**src/rtl/storage_arbiter.sv**
```systemverilog
// storage_arbiter: shares one storage_controller between the instruction-fetch
// port and the data port. Each granted request is decoded to SRAM or external
// flash and run as a single downstream access. The result goes back to the
// port that issued the request. No new grants are made while programming mode
// is active.
module storage_arbiter #(
  parameter int SRAM_WORDS   = 2048,
  parameter int WRITE_CYCLES = 1,
  parameter int TIMEOUT      = 1024
) (
  input  logic        clk,
  input  logic        rst,
  input  logic        set_programming_mode,
  input  logic        instr_req,
  input  logic [31:0] instr_addr,
  output logic        instr_gnt,
  output logic        instr_rvalid,
  output logic        instr_err,
  output logic [31:0] instr_rdata,
  input  logic        data_req,
  input  logic        data_we,
  input  logic [3:0]  data_be,
  input  logic [31:0] data_addr,
  input  logic [31:0] data_wdata,
  output logic        data_gnt,
  output logic        data_rvalid,
  output logic        data_err,
  output logic [31:0] data_rdata,
  output logic        memory_access,
  output logic        memory_is_writing,
  output logic        external_storage_access,
  output logic [31:0] addr,
  output logic [31:0] d_in,
  output logic [3:0]  mem_be,
  input  logic [31:0] d_out,
  input  logic        out_valid
);

  localparam int          CNT_MAX    = (TIMEOUT > WRITE_CYCLES) ? TIMEOUT : WRITE_CYCLES;
  localparam int          CNT_W      = $clog2(CNT_MAX + 1);
  localparam logic [31:0] SRAM_LIMIT = SRAM_WORDS;

  typedef enum logic [1:0] {IDLE, READ_WAIT, WRITE_HOLD, RESP} state_t;

  state_t             state, state_nxt;
  logic               owner_data;   // 1: the data port owns the current transaction
  logic               last_data;    // 1: the data port received the previous grant
  logic               ext_q;
  logic               err_q;
  logic [CNT_W-1:0]   cnt;
  logic [31:0]        addr_q;
  logic [31:0]        wdata_q;
  logic [3:0]         be_q;
  logic [31:0]        rdata_q;

  logic               gnt_instr, gnt_data, grant;
  logic [31:0]        req_addr;
  logic               req_we, req_ext;
  logic               timed_out, write_done;

  assign timed_out  = (cnt == CNT_W'(TIMEOUT));
  assign write_done = (cnt == CNT_W'(WRITE_CYCLES - 1));

  // Round-robin pick between the two ports and decode of the winning request
  always_comb begin
    gnt_instr = 1'b0;
    gnt_data  = 1'b0;
    if (rst && (state == IDLE) && !set_programming_mode) begin
      if (instr_req && data_req) begin
        gnt_instr = last_data;
        gnt_data  = !last_data;
      end else if (instr_req) begin
        gnt_instr = 1'b1;
      end else if (data_req) begin
        gnt_data = 1'b1;
      end
    end
    grant    = gnt_instr | gnt_data;
    req_addr = gnt_data ? data_addr : instr_addr;
    req_we   = gnt_data & data_we;
    req_ext  = (req_addr >= SRAM_LIMIT);
  end

  // Control state: FSM state, ownership, round-robin history, error flag, counter
  always_ff @(posedge clk or negedge rst) begin
    if (!rst) begin
      state      <= IDLE;
      owner_data <= 1'b0;
      last_data  <= 1'b1;
      ext_q      <= 1'b0;
      err_q      <= 1'b0;
      cnt        <= '0;
    end else begin
      state <= state_nxt;
      if (grant) begin
        owner_data <= gnt_data;
        last_data  <= gnt_data;
        ext_q      <= req_ext;
        err_q      <= req_we & req_ext;
        cnt        <= '0;
      end else if ((state == READ_WAIT) || (state == WRITE_HOLD)) begin
        cnt <= cnt + 1'b1;
        if ((state == READ_WAIT) && !out_valid && timed_out) err_q <= 1'b1;
      end
    end
  end

  // Captured request fields and returned read data (qualified by state, so no reset needed)
  always_ff @(posedge clk) begin
    if (grant) begin
      addr_q  <= req_addr;
      wdata_q <= data_wdata;
      be_q    <= gnt_data ? data_be : 4'hF;
      rdata_q <= '0;
    end else if ((state == READ_WAIT) && out_valid) begin
      rdata_q <= d_out;
    end
  end

  // Next-state logic
  always_comb begin
    state_nxt = state;
    case (state)
      IDLE: begin
        if (grant) begin
          if (req_we && req_ext) state_nxt = RESP;
          else if (req_we)       state_nxt = WRITE_HOLD;
          else                   state_nxt = READ_WAIT;
        end
      end
      READ_WAIT:  if (out_valid || timed_out) state_nxt = RESP;
      WRITE_HOLD: if (write_done) state_nxt = RESP;
      RESP:       state_nxt = IDLE;
      default:    state_nxt = IDLE;
    endcase
  end

  // Output decode: grants, downstream access signals and the owner's response
  always_comb begin
    instr_gnt               = gnt_instr;
    data_gnt                = gnt_data;
    instr_rvalid            = 1'b0;
    instr_err               = 1'b0;
    instr_rdata             = '0;
    data_rvalid             = 1'b0;
    data_err                = 1'b0;
    data_rdata              = '0;
    memory_access           = 1'b0;
    memory_is_writing       = 1'b0;
    external_storage_access = 1'b0;
    addr                    = '0;
    d_in                    = '0;
    mem_be                  = '0;
    case (state)
      READ_WAIT: begin
        memory_access           = 1'b1;
        external_storage_access = ext_q;
        addr                    = addr_q;
        mem_be                  = be_q;
      end
      WRITE_HOLD: begin
        memory_access     = 1'b1;
        memory_is_writing = 1'b1;
        addr              = addr_q;
        d_in              = wdata_q;
        mem_be            = be_q;
      end
      RESP: begin
        if (owner_data) begin
          data_rvalid = 1'b1;
          data_err    = err_q;
          data_rdata  = rdata_q;
        end else begin
          instr_rvalid = 1'b1;
          instr_err    = err_q;
          instr_rdata  = rdata_q;
        end
      end
      default: ;
    endcase
  end

endmodule
```
**config.mk**
```make
export PLATFORM = sky130hd
export DESIGN_NAME = storage_arbiter
export DESIGN_NICKNAME = d
export VERILOG_FILES = /design/src/rtl/storage_arbiter.sv
export SDC_FILE = /design/constraint.sdc
export NUM_CORES = 1
export LEC_CHECK = 0
export ABC_AREA = 1
export ABC_CLOCK_PERIOD_IN_PS = 2400
export BUFFER_PORTS_ARGS = -buffer_cell sky130_fd_sc_hd__buf_2
export CORE_UTILIZATION = 42
export DETAILED_ROUTE_END_ITERATION = 7
export PLACE_DENSITY = 0.88
export SLEW_MARGIN = 20
export SYNTH_ARGS = -nofsm -noshare
export SYNTH_HDL_FRONTEND = slang
export SYNTH_SLANG_ARGS = --single-unit
```
**constraint.sdc**
```tcl
create_clock -name clk -period 2.4 [get_ports clk]
set_input_delay 0.36 -clock clk [delete_from_list [all_inputs] [get_ports clk]]
set_output_delay 0.36 -clock clk [all_outputs]
set_load 0.05 [all_outputs]
```
* Word level (Yosys, flattened, before mapping) *
Index checks and enable logic that the tools add are counted.
W data, S select, Z words.

storage, ports and cells
  word-level logic and storage cells = 78
  flip-flop bits (word level) = 117

operators by class
  multiplexer cells = 37
  add/subtract/negate cells = 1
  reductions and logical operators = 19
  bitwise logic cells = 3
  order comparisons = 1
  equality and inequality tests = 7

operators by type and width
  cell                     number
  $mux W32                 7
  $ge A32 B12 Y1 const B   1
  $mux W11                 2
  $mux W1                  21
  $add A11 B1 Y11 const B  1
  $eq A11 B11 Y1 const B   1
  $logic_not A11 Y1        1
  $mux W2                  5
  $pmux W2 S4              1
  $logic_and A1 B1 Y1      7
  $eq A2 B2 Y1 const B     2
  $mux W4                  1
  $ne A2 B2 Y1 const B     2
  $reduce_bool A2 Y1       2
  $logic_not A1 Y1         3
  $reduce_and A3 Y1        1
  $and A1 B1 Y1            2
  $eq A2 B1 Y1 const B     1
  $logic_not A2 Y1         1
  $logic_or A1 B1 Y1       2
  $ne A2 B1 Y1 const B     1
  $reduce_and A2 Y1        1
  $reduce_or A2 Y1         1
  $or A1 B1 Y1             1

* Longest topological paths before layout *
Gate-level depths: netlist of run 1.

  depth after elaboration = 10
  mapped depth = 15
  gate-level depth less buffers = 14

* Worst setup path after synthesis of run 1 *
Ideal clock, no wire load.

  path kind = flip-flop to flip-flop
  start = register state[0]
  end = register addr_q[0] (enable)
  path buffers = 2
  slack = -278 ps
  data required time = 2002 ps
  cell stages (with the launch flop) = 9
  clock period less this slack = 2678 ps
  data arrival time = 2280 ps
  cell sequence = dfrtp_1 -> inv_1 -> ha_1 -> nand2_2 -> nor2_8 -> buf_2 -> o21ai_2 -> inv_2 -> buf_2

between the ends
  word-level cells in the longest chain between the ends = 5
  elaborated cells between the ends (all ways) = 6
  classes of those cells = mux: 2; bitwise: 1; reduce/logical: 3

RTL lines
  item                                line  text
  start: declaration                  45    state_t state, state_nxt;
  start signal: assignment            94    state <= state_nxt;
  $logic_not A2 Y1 *                  68    if (rst && (state == IDLE) && !set_programming_mode) begin
  $logic_and A1 B1 Y1 * (2 in a row)  68
  $mux W1                             68
  $or A1 B1 Y1 *                      78    grant = gnt_instr | gnt_data;
  end signal: assignment              111   addr_q <= req_addr;
  end: declaration                    51    logic [31:0] addr_q;

Every way passes the cells marked *; elsewhere a longest branch is shown, timed or not.
A chain may end at the register's enable or synchronous reset.

* Worst setup path in the final report of run 1 *
  start = register state[0]
  end = output port instr_gnt

between the ends
  word-level cells in the longest chain between the ends = 4

RTL lines
  item                              line  text
  $logic_not A2 Y1                  68
  $logic_and A1 B1 Y1 (2 in a row)  68
  $mux W1                           68
  end: declaration                  16    output logic instr_gnt,

Every way passes these cells.

==> implementation parameters, run 1 <==
Parameter                              Value

Critical path
  Slowest stage cell on the critical path    sky130_fd_sc_hd__dfrtp_1
  CP Launch Point    state[0]
  Slack of the worst reg-to-reg path    around 280 ps
  Signal arrival time at the worst endpoint    around 1900 ps
  Crit path launch type    flip-flop
  Worst reg-to-reg path cell count    13
  Critical path class    reg -> out
  Bufs and invs on worst path    3
  Cell type group with the largest total delay on the critical path    buffers and inverters
  Required @ worst endpoint    2040 ps
  Endpoint kind of the worst setup timing path    output pin
  Number of cells on the critical path    8
  Reg-to-Reg Start    state[0]
  Worst-path fanout max    15
  Endpoint of the worst-slack reg-to-reg timing path    ext_q
  Critical path's largest stage delay    ~410 ps
  Cells along the critical path    inv_1 > ha_4 > nand2_2 > nor2_8 > buf_8 > nand2_1 > a21oi_2 > buf_6
  Critical path capture point    instr_gnt

STA
  Setup TNS Final    0 ps
  Fmax    about 440 MHz
  Post-Route Skew    slightly below 8 ps
  Final critical-path required period    2260 ps
  Portion of the clock cycle consumed by the worst path in the final layout    around 94%
  Fin Hold WS    between 100 and 150 ps
  Headroom to the max-slew limit    65.0%
  Number of hold-slack violations in the final timing report    0
  Setup Viol. Count Final    0
  Worst-Margin Slew    ~520 ps
  Final count of pins violating max slew    0
  Setup repair after global routing missed its margin    no

Power and ir drop
  Total internal power    ~3.6 mW
  Pwr per Cell Area    around 580 mW/mm^2
  Leakage power figure    about 4.2 nW
  Fraction of power consumed by the clock network    between 50 and 60%
  Switching Power    ~1.0 mW
  Combinational share of power    4.1%
  Switching power share of the total    a little over a fifth
  Relative contribution of sequential cells to total power    a little under half
  Worst supply voltage drop on vdd    396 uV

Synth
  Number of flip-flops and latches in the synthesized netlist    about 120
  Yosys warning total    0
  Synthesized netlist net count    between 800 and 900
  Asr flop ratio synth    between 10 and 15%
  Netlist area before placement    0.00578 mm^2
  Gate Count Post-Synth    730
  Synthesized-area fraction occupied by xor and xnor cells    less than 1%
  Dominant combinational cell family by area after synthesis    simple AND/OR/NAND/NOR gates
  Post-synth cell types    36
  Complex-gate fraction of the synthesized area    between 4 and 5%
  Number of synthesized flops with an enable pin    approximately 70
  Most repeated cell in the gate-level netlist after synthesis    sky130_fd_sc_hd__nand2_1
  Synth area leaders    sky130_fd_sc_hd__edfxtp_1 (35%), sky130_fd_sc_hd__nand2_1 (14%), sky130_fd_sc_hd__dfxtp_1 (11%), sky130_fd_sc_hd__inv_1 (8.6%), sky130_fd_sc_hd__dfrtp_1 (6.9%)
  Post-synthesis adder-cell area fraction    approximately 1.3%
  Commonest cells in the netlist    sky130_fd_sc_hd__nand2_1 (212), sky130_fd_sc_hd__inv_1 (132), sky130_fd_sc_hd__nor2_1 (90), sky130_fd_sc_hd__edfxtp_1 (68), sky130_fd_sc_hd__nand3_1 (52)
  Cell taking the most area after synthesis    sky130_fd_sc_hd__edfxtp_1
  Fraction of synthesized area in multiplexers    less than 1%
  Top cell type's share of synthesized area    between 30% and 40%
  Most used DFF post-synth    sky130_fd_sc_hd__edfxtp_1
  Avg Synthesized Cell Area    7.92 um^2
  Simple-gate portion of the synthesized area    about 28%
  Register area share after synthesis    53.8%

Route
  DRC viols    0
  Overall via count from detail_route    roughly 5500
  Average via count per standard cell    ~4.6
  Number of detailed-route iterations in the first pass    7
  Initial detailed-routing violation count    roughly 430
  Detail-routed net length per standard cell    about 12 um
  Final WL    ~15 mm
  Post-route ant nets    0

Global route
  Vias in the first global route    around 5000
  Number of antenna violations at the first check in global routing    0
  Maximum number of pins on one net before global-route repair    42
  Combined global-route utilization of all metal layers    between 20% and 30%
  Wire length of the first global-routing pass    approximately 24 mm
  Global route total overflow    0

Layout
  Signed area change from the synthesized netlist to the final layout    39.6%
  Number of nets in the layout    1155
  Proportion of layout cells with a drive suffix above 1    ~34%
  Diodes inserted    0

Floorplan
  Placement Rows    42
  Effective utilization at floorplan    43.3%
  Vertical die dimension    119 um
  Die area    approximately 0.014 mm^2
  Number of ports placed on the die boundary    280
  Core region area    roughly 0.013 mm^2
  Die Width    119 um

Status
  Outcome    completed

Worst hold path
  Min-delay worst type    in -> reg
  Worst hold stages    1

Clock tree
  Level count of the clock H-tree    4
  CTS clock-pin slew for the worst setup and hold paths    approximately 60 ps
  Source-to-sink clock delay at the later pin of the worst-skew pair    410 ps
  Buffer cell driving the clock tree root    sky130_fd_sc_hd__clkbuf_16
  Number of buffers created by CTS    17
  Bufs on Longest Clock Path    2
  Number of sinks driven by the clock tree    around 120
  CTS tree    done

Place
  Quantity of I/O buffers inserted on ports    roughly 280
  RePlAce Congestion    approximately 0.9
  DPL Wire Length    ~11 mm

Flow run
  Count of maximum capacitance violations    0
## state kept, by name, summed over array words and instances, names as in the netlist
| register | flops |
|---|---|
| addr_q | 32 |
| rdata_q | 32 |
| wdata_q | 32 |
| cnt | 11 |
| be_q | 4 |
| state | 2 |
| err_q | 1 |
| ext_q | 1 |
| last_data | 1 |
| owner_data | 1 |
## layout make-up
type | instances | area, um^2
inverter | 134 | 509
sequential | 117 | 3110
clock buffer | 17 | 425
tap | 176 | 220
fill | 1144 | 5270
timing repair buffer | 299 | 1670
multi-input combinational | 441 | 2010
clock inverter | 15 | 130
## worst min-delay path by stage
stage / from / endpoint / slack [ps]
3_5_place_dp: rst / owner_data / 380
4_1_cts: data_wdata[19] / wdata_q[19] / 100
3_3_place_gp: rst / owner_data / 380
6_report: data_wdata[19] / wdata_q[19] / 130
2_1_floorplan: rst / cnt[0] / 60
5_1_grt: data_wdata[12] / wdata_q[12] / 100
## repair_timing
action / 4_1_cts / 5_1_grt
resized for setup: 11 / 18
hold endpoints to repair: 16 / 0
buffers inserted: 1 / 2
hold buffers: 1 / 0
pin swaps: 0 / 0
setup endpoints to repair: 38 / 59
## stage by stage
stage               setup WS (ps)  util [%]  cells  instance area, um^2  total power, mW
floorplan                    56.4         -    730                 5790             2.22
global placement              279      55.4   1163                 7400             2.35
detailed placement            189      55.4   1163                 7400             2.35
CTS                          2.37      60.0   1197                 8000             4.71
global route                 10.6      60.5   1199                 8080             4.85
finish                        143      60.5   1199                 8080             4.67
## layout by cell type, fill, tap and decap left out, types with 2 or more instances in the layout
cell type / synthesis / routed
sky130_fd_sc_hd__nor4_1: 2 / 2
sky130_fd_sc_hd__a21oi_1: 37 / 36
sky130_fd_sc_hd__xor2_1: 2 / 2
sky130_fd_sc_hd__clkinv_4: 0 / 3
sky130_fd_sc_hd__or2_2: 4 / 4
sky130_fd_sc_hd__a31oi_1: 2 / 2
sky130_fd_sc_hd__nand3_1: 52 / 52
sky130_fd_sc_hd__nor2_1: 90 / 90
sky130_fd_sc_hd__clkinv_2: 0 / 2
sky130_fd_sc_hd__buf_4: 0 / 19
sky130_fd_sc_hd__o21ai_0: 6 / 6
sky130_fd_sc_hd__ha_1: 6 / 5
sky130_fd_sc_hd__clkbuf_4: 0 / 13
sky130_fd_sc_hd__nand3b_1: 6 / 6
sky130_fd_sc_hd__buf_8: 0 / 2
sky130_fd_sc_hd__nand2_1: 212 / 212
sky130_fd_sc_hd__inv_6: 0 / 3
sky130_fd_sc_hd__inv_1: 132 / 131
sky130_fd_sc_hd__buf_12: 0 / 4
sky130_fd_sc_hd__clkbuf_16: 0 / 17
sky130_fd_sc_hd__nand2_2: 3 / 3
sky130_fd_sc_hd__nand2_4: 3 / 3
sky130_fd_sc_hd__buf_2: 7 / 259
sky130_fd_sc_hd__dfrtp_1: 16 / 16
sky130_fd_sc_hd__dfxtp_1: 32 / 32
sky130_fd_sc_hd__nor2_2: 2 / 2
sky130_fd_sc_hd__clkinvlp_4: 0 / 5
sky130_fd_sc_hd__edfxtp_1: 68 / 68
sky130_fd_sc_hd__clkinv_1: 0 / 2
sky130_fd_sc_hd__nor3_1: 3 / 3
## cells by family (layout without fill, tap and decap cells)
family | count (synthesis) | in the layout
AOI/OAI and AO/OA | 49 | 49
DFF | 117 | 117
adders and majority gates | 6 | 6
muxes | 1 | 1
xor gates and xnor gates | 2 | 2
and+or+nand+nor | 383 | 383
buffers and inverters | 172 | 465
## worst register-to-register path, delay by kind of cell, from the launching register on
kind | cells | cell delay (ps)
fa+ha+maj | 1 | 170
buf+inv | 2 | 360
flops | 1 | 410
simple gates | 10 | 1080
## power by group through the flow
| stage | Sequential [mW] | Combinational (mW) | Clock (mW) |
|---|---|---|---|
| 4_1_cts | 2.12 | 0.189 | 2.40 |
| 3_5_place_dp | 2.16 | 0.187 | 0 |
| 5_1_grt | 2.12 | 0.208 | 2.52 |
| 3_3_place_gp | 2.16 | 0.183 | 0 |
| 6_report | 2.12 | 0.189 | 2.36 |
| 2_1_floorplan | 2.17 | 0.0517 | 0 |
## routing by layer
layer | vias up | wire, um | global-route usage, %
li1 | 2795 | - | -
met1 | 2491 | 5910 | 24.3
met2 | 226 | 7580 | 37.0
met3 | 34 | 919 | 4.79
met4 | 0 | 391 | 9.30
met5 | - | 0 | 0
(Power assumes the default switching activity.)
==> inputs of run 2 (changes only) <==
--- a/config.mk
+++ b/config.mk
@@ -8,9 +8,9 @@
 export ABC_AREA = 1
 export ABC_CLOCK_PERIOD_IN_PS = 2400
 export BUFFER_PORTS_ARGS = -buffer_cell sky130_fd_sc_hd__buf_2
-export CORE_UTILIZATION = 42
+export CORE_UTILIZATION = 30
 export DETAILED_ROUTE_END_ITERATION = 7
-export PLACE_DENSITY = 0.88
+export PLACE_DENSITY = 0.69
 export SLEW_MARGIN = 20
 export SYNTH_ARGS = -nofsm -noshare
 export SYNTH_HDL_FRONTEND = slang
==> run 2 against run 1 <==
- via count fell by 1.2%
- global-route usage fell by 5.1 points
- register-to-register slack got worse by 40 ps
- first-iteration DRC count fell by 46%
- maximum frequency rose by 0.52%
- critical path type unchanged
==> implementation parameters, run 2 (synthesis gave the netlist of run 1 again) <==
Parameter                              Value

Status
  Outcome    completed

Clock tree
  Level count of the clock H-tree    4 (unchanged)
  Number of sinks driven by the clock tree    117 (unchanged)
  CTS tree    done
  CTS clock-pin slew for the worst setup and hold paths    60 ps (about the same)
  Buffer cell driving the clock tree root    sky130_fd_sc_hd__clkbuf_16
  Source-to-sink clock delay at the later pin of the worst-skew pair    410 ps (about the same)
  Number of buffers created by CTS    17 (unchanged)
  Bufs on Longest Clock Path    2 (unchanged)

Power and ir drop
  Total power    4.68 mW (+0.17%)
  Leakage power figure    4.20 nW (-0.27%)
  Pwr per Cell Area    576 mW/mm^2 (-0.45%)
  Worst supply voltage drop on vdd    459 uV (+16%)

Route
  Final WL    15.5 mm (+4.6%)
  Post-route ant nets    0 (unchanged)
  Initial detailed-routing violation count    229 (-46%)
  Number of detailed-route iterations in the first pass    5 (-2)
  Detail-routed net length per standard cell    12.1 um (-2.1%)
  Overall via count from detail_route    5480 (-1.2%)
  DRC viols    0 (unchanged)
  Average via count per standard cell    4.27 (-7.6%)

Global route
  Vias in the first global route    5151 (+0.57%)
  Number of antenna violations at the first check in global routing    0 (unchanged)
  Combined global-route utilization of all metal layers    15.9% (-5.1 points)
  Global route total overflow    0 (unchanged)
  Maximum number of pins on one net before global-route repair    50 (+19%)
  Wire length of the first global-routing pass    24.8 mm (+4.9%)

Layout
  Fillers    1910 (+67%)
  Signed area change from the synthesized netlist to the final layout    40.5%
  Diodes inserted    0 (unchanged)
  Commonest non-fill, non-tap cell in the layout    sky130_fd_sc_hd__buf_2
  Biggest regs    addr_q (32), rdata_q (32), wdata_q (32)
  Number of nets in the layout    1154 (-0.087%)
  Most used cells in the layout excluding fill and tap cells    sky130_fd_sc_hd__buf_2 (277), sky130_fd_sc_hd__nand2_1 (212), sky130_fd_sc_hd__inv_1 (131), sky130_fd_sc_hd__nor2_1 (90), sky130_fd_sc_hd__edfxtp_1 (68)
  Area of all placed cells without fillers    0.00813 mm^2 (+0.62%)
  Proportion of layout cells with a drive suffix above 1    34.3% (-0.064 points)

Floorplan
  Die area    0.0198 mm^2 (+39%)
  Die Width    141 um (+18%)
  Effective utilization at floorplan    30.7% (-13 points)
  Vertical die dimension    141 um (+18%)
  Core region area    0.0188 mm^2 (+41%)
  Placement Rows    50 (+19%)
  Number of ports placed on the die boundary    280 (unchanged)

Critical path
  Critical path class    reg -> out
  Worst-path fanout max    15 (unchanged)
  Crit path launch type    flip-flop
  Endpoint kind of the worst setup timing path    output pin
  Signal arrival time at the worst endpoint    1890 ps (about the same)
  Required @ worst endpoint    2040 ps (about the same)

STA
  Final critical-path required period    2250 ps (-11.7 ps)
  Final count of pins violating max slew    0 (unchanged)
  Post-Route Skew    8.37 ps (+0.433 ps)
  Setup repair after global routing missed its margin    no
  Setup Viol. Count Final    0 (unchanged)
  Fmax    445 MHz (+0.52%)
  Setup TNS Final    0 ps (unchanged)
  Number of hold-slack violations in the final timing report    0 (unchanged)
  Worst-Margin Slew    515 ps (-4.91 ps)
  Headroom to the max-slew limit    65.3% (+0.33 points)
  Portion of the clock cycle consumed by the worst path in the final layout    93.5% (-0.49 points)

Flow run
  Count of maximum capacitance violations    0 (unchanged)

Place
  Quantity of I/O buffers inserted on ports    279 (unchanged)
  DPL Wire Length    11.5 mm (+5.4%)
  RePlAce Congestion    0.910 (+1.5%)
  Area after detailed placement    0.00753 mm^2 (+1.7%)

Worst hold path
  Min-delay worst type    in -> reg
[run 2: cell types whose count changed in the layout (fill, tap and decap cells not counted), sizes merged]
cell	before	now
clkinv	7	5
buf	285	297
inv	136	137
clkbuf	30	17
clkinvlp	5	6
[run 2: what timing repair did]
action                     in CTS  in global routing
hold buffers                    1                  0
gates resized for setup         3                  3
setup endpoints to repair      27                 22
setup buffers                   1                  0
hold endpoints to repair       16                  0
[run 2: final cells by class]
| cell class | count | area (um^2) | share of cell area, % |
|---|---|---|---|
| sequential | 117 | 3110 | 38.3 |
| multi-input combinational | 441 | 2010 | 24.7 |
| timing repair buffer | 298 | 1620 | 19.9 |
| inverter | 134 | 509 | 6.27 |
| clock buffer | 17 | 425 | 5.24 |
| tap | 260 | 325 | 4.00 |
| clock inverter | 15 | 130 | 1.60 |
[run 2: layer usage]
metal | global-route usage, % | vias up | wire, um
met5 | 0 | - | 0
met4 | 6.86 | 0 | 308
met3 | 3.67 | 18 | 858
met2 | 29.1 | 195 | 8000
met1 | 17.7 | 2476 | 6320
li1 | - | 2791 | -
[run 2: worst paths after layout]
kind | start | to | slack, ps | cells past startpoint
min | data_wdata[25] | wdata_q[25] | 120 | 1
min reg2reg | rdata_q[14] | rdata_q[14] | 460 | 2
max in group asynchronous | rst | last_data | 1620 | 3
max reg2reg | state[0] | ext_q | 240 | 14
max | state[0] | instr_gnt | 150 | 8
min in group asynchronous | rst | cnt[3] | 520 | 3
[run 2: worst max-delay path: stages (launching register included)]
cell,delay [ps]
sky130_fd_sc_hd__dfrtp_1,410
sky130_fd_sc_hd__inv_1,140
sky130_fd_sc_hd__ha_4,170
sky130_fd_sc_hd__nand2_2,80
sky130_fd_sc_hd__nor2_8,110
sky130_fd_sc_hd__buf_6,170
sky130_fd_sc_hd__nand2_1,60
sky130_fd_sc_hd__a21oi_1,110
sky130_fd_sc_hd__buf_4,220
[run 2: metrics by stage]
step	setup slack [ps]	cells	util, %	hold slack, ps
detailed placement	207	1248	40.0	410
global placement	299	1248	40.0	412
global route	18.9	1282	43.1	93.8
floorplan	56.4	730	-	64.4
finish	155	1282	43.1	119
CTS	35.6	1282	43.1	92.7
[run 2: report_power, final]
group / total, mW / internal [mW] / switching [mW] / leakage, nW
clock: 2.36 / 1.42 / 0.940 / 0.260
sequential: 2.12 / 2.12 / 0 / 1.08
combinational: 0.189 / 0.102 / 0.0865 / 2.86
total: 4.68 / 3.65 / 1.03 / 4.20
